## src/rtl/cache_line_fill_ctrl_if.sv

```systemverilog
// Memory-side request/response bus of the line fill controller.
// master: the controller issuing requests; slave: the shared memory port.
interface cache_line_fill_ctrl_if #(
    parameter int ADDR_W = 16,
    parameter int DATA_W = 16
);
    logic              mem_req;
    logic              mem_we;
    logic [ADDR_W-1:0] mem_addr;
    logic [DATA_W-1:0] mem_wdata;
    logic              mem_ready;
    logic [DATA_W-1:0] mem_rdata;
    logic              mem_rdata_valid;

    modport master (
        output mem_req, mem_we, mem_addr, mem_wdata,
        input  mem_ready, mem_rdata, mem_rdata_valid
    );

    modport slave (
        input  mem_req, mem_we, mem_addr, mem_wdata,
        output mem_ready, mem_rdata, mem_rdata_valid
    );
endinterface

```

## src/rtl/cache_line_fill_ctrl.sv

```systemverilog
// Cache miss controller: optional dirty-victim write-back followed by a
// line fill (word 0 first, or critical word first with wrap), driving the
// data/tag arrays and a stallable memory request port.
module cache_line_fill_ctrl #(
    parameter int ADDR_W = 16,
    parameter int DATA_W = 16,
    parameter int WORDS  = 8,
    parameter int BYTE_W = 1,
    parameter int CWF    = 0
) (
    input  logic                       clk,
    input  logic                       rst_n,
    input  logic                       miss_detected,
    input  logic [ADDR_W-1:0]          miss_addr,
    input  logic                       victim_dirty,
    input  logic [ADDR_W-1:0]          victim_addr,
    output logic [$clog2(WORDS)-1:0]   cache_rd_idx,
    input  logic [DATA_W-1:0]          cache_rd_data,
    output logic                       data_we,
    output logic [$clog2(WORDS)-1:0]   data_idx,
    output logic [DATA_W-1:0]          data_wdata,
    output logic                       tag_we,
    output logic                       busy,
    output logic                       done,
    cache_line_fill_ctrl_if.master     mem
);
    localparam int OFF_W  = $clog2(WORDS);
    localparam int CNT_W  = OFF_W + 1;
    localparam int LINE_W = ADDR_W - OFF_W - BYTE_W;

    localparam logic [CNT_W-1:0] CNT_WORDS = CNT_W'(WORDS);
    localparam logic [CNT_W-1:0] CNT_LAST  = CNT_W'(WORDS - 1);
    localparam logic [CNT_W-1:0] CNT_ONE   = CNT_W'(1);

    localparam logic [1:0] S_IDLE = 2'd0;
    localparam logic [1:0] S_WB   = 2'd1;
    localparam logic [1:0] S_FILL = 2'd2;
    localparam logic [1:0] S_DONE = 2'd3;

    logic [1:0]        state;
    logic [LINE_W-1:0] line_q;
    logic [LINE_W-1:0] victim_q;
    logic [OFF_W-1:0]  start_q;
    logic [CNT_W-1:0]  wb_cnt;
    logic [CNT_W-1:0]  iss_cnt;
    logic [CNT_W-1:0]  ret_cnt;

    logic [OFF_W-1:0]  miss_off;
    logic [OFF_W-1:0]  iss_idx;
    logic [OFF_W-1:0]  ret_idx;
    logic              wb_acc;
    logic              iss_pending;
    logic              rd_acc;
    logic              ret_ok;

    // Byte-offset and word-offset bits of the addresses are not stored.
    logic              unused_addr_bits;
    assign unused_addr_bits = ^{miss_addr[OFF_W+BYTE_W-1:0], victim_addr[OFF_W+BYTE_W-1:0]};

    // Fill sequence indices wrap naturally in OFF_W bits.
    assign miss_off    = (CWF != 0) ? miss_addr[OFF_W+BYTE_W-1:BYTE_W] : '0;
    assign iss_idx     = start_q + iss_cnt[OFF_W-1:0];
    assign ret_idx     = start_q + ret_cnt[OFF_W-1:0];
    assign wb_acc      = (state == S_WB) && mem.mem_ready;
    assign iss_pending = (state == S_FILL) && (iss_cnt < CNT_WORDS);
    assign rd_acc      = iss_pending && mem.mem_ready;
    assign ret_ok      = (state == S_FILL) && mem.mem_rdata_valid && (ret_cnt < CNT_WORDS);

    // State, miss capture and the three independent word counters.
    always_ff @(posedge clk or negedge rst_n) begin
        if (!rst_n) begin
            state    <= S_IDLE;
            line_q   <= '0;
            victim_q <= '0;
            start_q  <= '0;
            wb_cnt   <= '0;
            iss_cnt  <= '0;
            ret_cnt  <= '0;
        end else begin
            case (state)
                S_IDLE: begin
                    if (miss_detected) begin
                        line_q   <= miss_addr[ADDR_W-1:OFF_W+BYTE_W];
                        victim_q <= victim_addr[ADDR_W-1:OFF_W+BYTE_W];
                        start_q  <= miss_off;
                        wb_cnt   <= '0;
                        iss_cnt  <= '0;
                        ret_cnt  <= '0;
                        state    <= victim_dirty ? S_WB : S_FILL;
                    end
                end
                S_WB: begin
                    if (wb_acc) begin
                        wb_cnt <= wb_cnt + CNT_ONE;
                        if (wb_cnt == CNT_LAST) begin
                            state <= S_FILL;
                        end
                    end
                end
                S_FILL: begin
                    if (rd_acc) begin
                        iss_cnt <= iss_cnt + CNT_ONE;
                    end
                    if (ret_ok) begin
                        ret_cnt <= ret_cnt + CNT_ONE;
                        if (ret_cnt == CNT_LAST) begin
                            state <= S_DONE;
                        end
                    end
                end
                S_DONE: begin
                    state <= S_IDLE;
                end
                default: begin
                    state <= S_IDLE;
                end
            endcase
        end
    end

    // Per-state outputs; everything not active in a state is driven low.
    always_comb begin
        cache_rd_idx  = '0;
        data_we       = 1'b0;
        data_idx      = '0;
        data_wdata    = '0;
        tag_we        = 1'b0;
        done          = 1'b0;
        busy          = (state != S_IDLE);
        mem.mem_req   = 1'b0;
        mem.mem_we    = 1'b0;
        mem.mem_addr  = '0;
        mem.mem_wdata = '0;
        case (state)
            S_WB: begin
                cache_rd_idx  = wb_cnt[OFF_W-1:0];
                mem.mem_req   = 1'b1;
                mem.mem_we    = 1'b1;
                mem.mem_addr  = {victim_q, wb_cnt[OFF_W-1:0], {BYTE_W{1'b0}}};
                mem.mem_wdata = cache_rd_data;
            end
            S_FILL: begin
                if (iss_pending) begin
                    mem.mem_req  = 1'b1;
                    mem.mem_addr = {line_q, iss_idx, {BYTE_W{1'b0}}};
                end
                if (ret_ok) begin
                    data_we    = 1'b1;
                    data_idx   = ret_idx;
                    data_wdata = mem.mem_rdata;
                end
            end
            S_DONE: begin
                tag_we = 1'b1;
                done   = 1'b1;
            end
            default: begin
            end
        endcase
    end
endmodule
```

## src/flat_wrapper.sv

```systemverilog
// flat-port wrapper written by rule: the top's interface ports become plain ports
module cache_line_fill_ctrl_flat 
#(
    parameter int ADDR_W = 16,
    parameter int DATA_W = 16,
    parameter int WORDS  = 8,
    parameter int BYTE_W = 1,
    parameter int CWF    = 0
)
  (clk, rst_n, miss_detected, miss_addr, victim_dirty, victim_addr, cache_rd_idx, cache_rd_data, data_we, data_idx, data_wdata, tag_we, busy, done, mem_mem_req, mem_mem_we, mem_mem_addr, mem_mem_wdata, mem_mem_ready, mem_mem_rdata, mem_mem_rdata_valid);
  cache_line_fill_ctrl_if #(.ADDR_W(ADDR_W), .DATA_W(DATA_W)) mem_i ();
  input  logic clk;
  input  logic rst_n;
  input  logic miss_detected;
  input  logic [ADDR_W-1:0] miss_addr;
  input  logic victim_dirty;
  input  logic [ADDR_W-1:0] victim_addr;
  output logic [$clog2(WORDS)-1:0] cache_rd_idx;
  input  logic [DATA_W-1:0] cache_rd_data;
  output logic data_we;
  output logic [$clog2(WORDS)-1:0] data_idx;
  output logic [DATA_W-1:0] data_wdata;
  output logic tag_we;
  output logic busy;
  output logic done;
  output wire logic [$bits(mem_i.mem_req)-1:0] mem_mem_req;
  output wire logic [$bits(mem_i.mem_we)-1:0] mem_mem_we;
  output wire logic [$bits(mem_i.mem_addr)-1:0] mem_mem_addr;
  output wire logic [$bits(mem_i.mem_wdata)-1:0] mem_mem_wdata;
  input wire logic [$bits(mem_i.mem_ready)-1:0] mem_mem_ready;
  input wire logic [$bits(mem_i.mem_rdata)-1:0] mem_mem_rdata;
  input wire logic [$bits(mem_i.mem_rdata_valid)-1:0] mem_mem_rdata_valid;
  assign mem_mem_req = mem_i.mem_req;
  assign mem_mem_we = mem_i.mem_we;
  assign mem_mem_addr = mem_i.mem_addr;
  assign mem_mem_wdata = mem_i.mem_wdata;
  assign mem_i.mem_ready = mem_mem_ready;
  assign mem_i.mem_rdata = mem_mem_rdata;
  assign mem_i.mem_rdata_valid = mem_mem_rdata_valid;
  cache_line_fill_ctrl #(.ADDR_W(ADDR_W), .DATA_W(DATA_W), .WORDS(WORDS), .BYTE_W(BYTE_W), .CWF(CWF)) u_core (.clk(clk), .rst_n(rst_n), .miss_detected(miss_detected), .miss_addr(miss_addr), .victim_dirty(victim_dirty), .victim_addr(victim_addr), .cache_rd_idx(cache_rd_idx), .cache_rd_data(cache_rd_data), .data_we(data_we), .data_idx(data_idx), .data_wdata(data_wdata), .tag_we(tag_we), .busy(busy), .done(done), .mem(mem_i));
endmodule
```

## config.mk

```make
export PLATFORM = sky130hd
export DESIGN_NAME = cache_line_fill_ctrl_flat
export DESIGN_NICKNAME = d
export VERILOG_FILES = /design/src/rtl/cache_line_fill_ctrl_if.sv /design/src/rtl/cache_line_fill_ctrl.sv /design/src/flat_wrapper.sv
export SDC_FILE = /design/constraint.sdc
export NUM_CORES = 1
export LEC_CHECK = 0
export BUFFER_PORTS_ARGS = -buffer_cell sky130_fd_sc_hd__buf_2
export CORE_MARGIN = 1.5
export CORE_UTILIZATION = 40
export CTS_CLUSTER_SIZE = 16
export DETAILED_ROUTE_END_ITERATION = 10
export GPL_TIMING_DRIVEN = 0
export PLACE_DENSITY = 0.77
export SYNTH_ARGS = -nofsm -noshare
export SYNTH_HDL_FRONTEND = slang
export SYNTH_SLANG_ARGS = --single-unit
```

## constraint.sdc

```tcl
create_clock -name clk -period 1.65 [get_ports clk]
set_clock_uncertainty 0.1 [all_clocks]
set_input_delay 0.4125 -clock clk [delete_from_list [all_inputs] [get_ports clk]]
set_output_delay 0.4125 -clock clk [all_outputs]
set_load 0.005 [all_outputs]
```

Word level (Yosys, flattened, before mapping)
Index checks and enable logic that the tools add are counted.
{ "totals": {"elab_cells": 64, "ff_bits": 38, "out_inout_bits": 60} }
{ "classes": {"n_eq_ne": 11, "n_mux": 28, "n_reduce_logical": 14, "addsub": 3, "n_lt_le_gt_ge": 2} }
{ "ops": {"columns": ["operator", "count"], "rows": [
  ["16-bit two-way mux", 4],
  ["16-bit case mux with 2 select lines", 1],
  ["4-bit case mux with 2 select lines", 3],
  ["4-bit two-way mux", 4],
  ["4-bit by 1-bit adder with 4-bit output (second input constant)", 3],
  ["2-bit two-way mux", 6],
  ["3-bit two-way mux", 3],
  ["3-bit AND reduction", 3],
  ["4-bit by 3-bit equality test with 1-bit output (second input constant)", 2],
  ["4-bit less-than comparator (second input constant)", 2],
  ["2-bit case mux with 4 select lines", 1],
  ["2-bit by 1-bit != test with 1-bit output (second input constant)", 3],
  ["2-bit != test (second input constant)", 3],
  ["2-bit nonzero test", 3],
  ["1-bit logical AND", 5],
  ["1-bit two-way mux", 5],
  ["5-bit AND reduction", 1],
  ["2-bit equality test (second input constant)", 2],
  ["2-bit by 1-bit equality test with 1-bit output (second input constant)", 1],
  ["2-bit zero test", 1],
  ["1-bit case mux with 2 select lines", 1],
  ["2-bit AND reduction", 1]
]} }

Longest topological paths before layout
{ "depth": {"depth_word": 5, "depth_mapped": 7} }

Least setup slack after synthesis
No wires, ideal clock.
{ "synth_path": {"kind": "register to output", "startpoint": "register u_core.state[0]", "endpoint": "output port mem_mem_addr[10]", "slack_ps": -215, "path_stages_with_launch": 8, "t_required_ps": 1137, "n_path_buf": 2, "t_arrival_ps": 1352, "path_cell_list": "dfrtp_1 inv_1 ha_1 and2b_1 buf_4 buf_2 a22oi_1 nor2b_1"} }
{ "synth_via": {"elab_chain_len": 4, "elab_cells_between_ends": 5, "cone_classes": "eq/ne (2); mux (2); reduce/logical (1)"} }
{ "synth_lines": {"columns": ["element", "line", "source"], "rows": [
  ["start, declared", "cache_line_fill_ctrl.sv:40", "logic [1:0] state;"],
  ["start signal, assigned", "cache_line_fill_ctrl.sv:89", "state <= victim_dirty ? S_WB : S_FILL;"],
  ["2-bit equality test", "cache_line_fill_ctrl.sv:65, cache_line_fill_ctrl.sv:134", null],
  ["1-bit logical AND", "cache_line_fill_ctrl.sv:65", "assign iss_pending = (state == S_FILL) && (iss_cnt < CNT_WORDS);"],
  ["16-bit two-way mux", "cache_line_fill_ctrl.sv:143", "if (iss_pending) begin"],
  ["16-bit case mux with 2 select lines *", "cache_line_fill_ctrl.sv:134", "case (state)"],
  ["end, declared", "flat_wrapper.sv:28", "output wire logic [$bits(mem_i.mem_addr)-1:0] mem_mem_addr;"]
]} }
Mark *: on every way between the ends. The rest lies on a longest branch, timed or not.

Final worst setup path
{ "layout_path": {"startpoint": "register u_core.state[1]", "endpoint": "output port mem_mem_addr[7]"} }
The elaborated chain is that of the path after synthesis.

==> flow_metrics.tcl <==
set metrics [dict create \
    synth_top_cell_area_share 0.4133 \
    dp_hpwl_um 4361 \
    synth_common_cells "38 x dfrtp_1, 24 x mux2_2, 20 x and2_1, 20 x and3_1, 16 x nor2b_1" \
    timing.rr.start "u_core.state[0]$_DFFE_PN0P_" \
    ir_drop_uv 959.4 \
    port_buffers 119 \
    slowest_stage "dfrtp_2" \
    combPwrFrac 0.652 \
    reg2reg_depth 9 \
    regArea_um2 952.2 \
    fin_crit_ns 2.231 \
    yosys-top-cells-area "dfrtp_1 41%, mux2_2 12%, and2_1 5.4%, and3_1 5.4%, ha_1 4.9%" \
    grt_start_max_net_pins 39 \
    switching_power_uw 2541 \
    whs_ns 0.1246 \
    cp_slowest_stage_delay_ns 0.47 \
    cts-root-to-sink-buffers 2 \
    pwr_density_cell_nw_per_um2 1807 \
    drtIter0Drc 178 \
    syn_area_um2 2301 \
    fp-row-count 27 \
    placedCellCount 414 \
    rr_endpoint "u_core.iss_cnt[0]$_DFFE_PN0P_" \
    pre_cts_ws_ns -0.3428 \
    cts_hold_buf 0 \
    tightest_slew_ns 0.8479 \
    cp.arrival_ns 1.72 \
    nNetsFinal 453 \
    cts_sinks 38 \
    tritoncts "yes" \
    antenna_found_initial 0 \
    start_util 0.4153 \
    path_cells "ha_4 -> and2b_1 -> buf_6 -> buf_8 -> a22oi_2 -> nor2b_1 -> buf_2" \
    critPathRequiredTime_ns 1.14 \
    p_seq_frac 0.256 \
    synth.most_common_cell "dfrtp_1" \
    wl_um 7125 \
    routabilityCongestion 0.8667 \
    num_io_pins 130 \
    yosys_most_used_dff "dfrtp_1" \
    instances_no_fill 446 \
    setup_tns_ns -26.76 \
    hold_viol_final 0 \
    violations "setup timing" \
    remaining_drc_errors 0 \
    first_pass_iters 6 \
    ys_seq_elements 38 \
    end_kind "output port" \
    die_area_um2 6217 \
    diodes 0 \
    cts-htree-levels 2 \
    grt_overflow 0 \
    grt_setup_unrepaired "yes" \
    core-area_um2 5540 \
    crit_type "reg2out" \
    worstPathMaxFanout 5 \
    rrSetupSlack_ns -0.29 \
    fin_crit_sh 1.352 \
    ys_seq_area_frac 0.4133 \
    p_clk_frac 0.092 \
    grt_pass1_vias 2206 \
    multi_input_area_um2 1443 \
    fin_ws_ns -0.5805 \
    wl_per_cell_um 15.98 \
    max_freq_ghz 0.4483 \
    synth_cells 223 \
    cellLeakagePower_uw 0.001889 \
    relSlewSlack 0.4348 \
    cts_buffers 5 \
    ant_nets 0 \
    ys_warn_count 0 \
    clk_pin_slew_ns 0.07 \
    switching_share 0.3857 \
    vias 2301 \
    grt_pass1_wl_um 10540 \
    slew_viol_final 0 \
    hold_path.class "in2async" \
    synth_area_per_cell_um2 10.32 \
    die_x_um 78.85 \
    cts-root-buf "clkbuf_8" \
    synth.largest_area_cell "dfrtp_1" \
    nFillCells 426 \
    status "complete, but fails checks" \
    setup_viol 66 \
    grt_usage 0.2157 \
    syn_to_final_growth_pct 58.40 \
    synth_edf_count 0 \
    start_kind "flip-flop" \
    synth_nets 302 \
    synthArstFlopShare 1.000 \
    die_h_um 78.85 \
    synth_cell_types 37 \
    clk_latency_ns 0.29 \
    drive_above_1_share 0.6203 \
    drv_cap 0 \
    avgViaCountPerCell 5.159 \
    internal_power_uw 4047 \
]
[cell type report]
| class | instances | share of cell area |
|---|---|---|
| Timing Repair Buffer | 144 | 0.2369 |
| Buffer | 17 | 0.05081 |
| Clock inverter | 2 | 0.002746 |
| Inverter | 7 | 0.008925 |
| Multi-Input combinational cell | 161 | 0.3958 |
| Sequential cell | 38 | 0.2612 |
| Tap cell | 72 | 0.02472 |
| Clock buffer | 5 | 0.01888 |
[kinds of logic (layout without fill, tap and decap cells)]
kind of cell,after synthesis,in the layout,share of synthesized area
adder cells (fa/ha/maj),9,9,0.04894
AND/OR/NAND/NOR,82,82,0.2110
other,1,1,0.001630
buffers and inverters,24,175,0.05383
flip-flops,38,38,0.4133
AO/OA/AOI/OAI,39,39,0.1234
multiplexers,30,30,0.1479
[cell usage in the layout, fill, tap and decap left out, types with 3 or more instances in the layout]
| cell | synthesis | layout |
|---|---|---|
| clkbuf_4 | 0 | 3 |
| and2_1 | 20 | 16 |
| buf_4 | 4 | 19 |
| ha_1 | 9 | 5 |
| dfrtp_1 | 38 | 37 |
| mux2i_1 | 4 | 4 |
| buf_8 | 0 | 4 |
| a22oi_2 | 0 | 12 |
| buf_6 | 2 | 12 |
| ha_4 | 0 | 4 |
| o21ai_0 | 8 | 5 |
| nand2b_1 | 4 | 3 |
| a22o_1 | 4 | 4 |
| inv_1 | 7 | 3 |
| and2_4 | 0 | 4 |
| nand2_1 | 10 | 10 |
| nor2b_1 | 16 | 16 |
| clkbuf_8 | 0 | 9 |
| and3_1 | 20 | 20 |
| mux2_2 | 24 | 24 |
| buf_2 | 3 | 116 |
| o21ai_1 | 1 | 3 |
[registers in the layout (all words and copies together) (netlist names)]
register         count
u_core.state         2
u_core.victim_q     12
u_core.ret_cnt       4
u_core.line_q       12
u_core.wb_cnt        4
u_core.iss_cnt       4
[worst max-delay path: cells and delay by family, from the launching register on]
kind	cells	cell delay (ns)
flops	1	0.47
buf+inv	3	0.40
simple gates	2	0.24
fa+ha+maj	1	0.18
compound gates	1	0.14
[power by group through the flow]
stage	combinational, µW	sequential (µW)	clock (µW)
6_report	4290	1690	607
5_1_grt	4590	1730	671
4_1_cts	3890	1660	624
3_5_place_dp	2940	1640	0
3_3_place_gp	2880	1610	0
2_1_floorplan	2060	1570	0
[worst max path at each step]
stage                                      startpoint          endpoint  slack [ns]
after global placement    u_core.state[1]$_DFFE_PN0P_   mem_mem_addr[7]       -0.34
after detailed placement  u_core.state[0]$_DFFE_PN0P_   mem_mem_addr[8]       -0.34
after CTS                 u_core.state[1]$_DFFE_PN0P_  mem_mem_addr[15]       -0.54
after global routing      u_core.state[0]$_DFFE_PN0P_  mem_mem_addr[12]       -0.66
final                     u_core.state[1]$_DFFE_PN0P_   mem_mem_addr[7]       -0.58
after floorplan           u_core.state[0]$_DFFE_PN0P_  mem_mem_addr[10]       -0.08
[layer usage]
metal / GRT usage / vias to the layer above / wire length (µm)
met5: 0 / - / 0
met2: 0.3931 / 92 / 3659
li1: - / 1089 / -
met3: 0.04023 / 16 / 478
met1: 0.2562 / 1104 / 2849
met4: 0.06667 / 0 / 138
[metrics by stage]
step                      area, µm²  power, µW    util
after floorplan                2377       3625       -
after global placement         3063       4493  0.5528
after detailed placement       3063       4584  0.5528
after CTS                      3511       6173  0.6337
after global routing           3645       6991  0.6579
final                          3645       6587  0.6579
[timing repair]
item | CTS | global route
resized for setup | 44 | 21
setup endpoints to repair | 85 | 88
pin swaps | 11 | 11
gates cloned | 3 | 0
buffers inserted | 17 | 5
(Power assumes the default switching activity.)
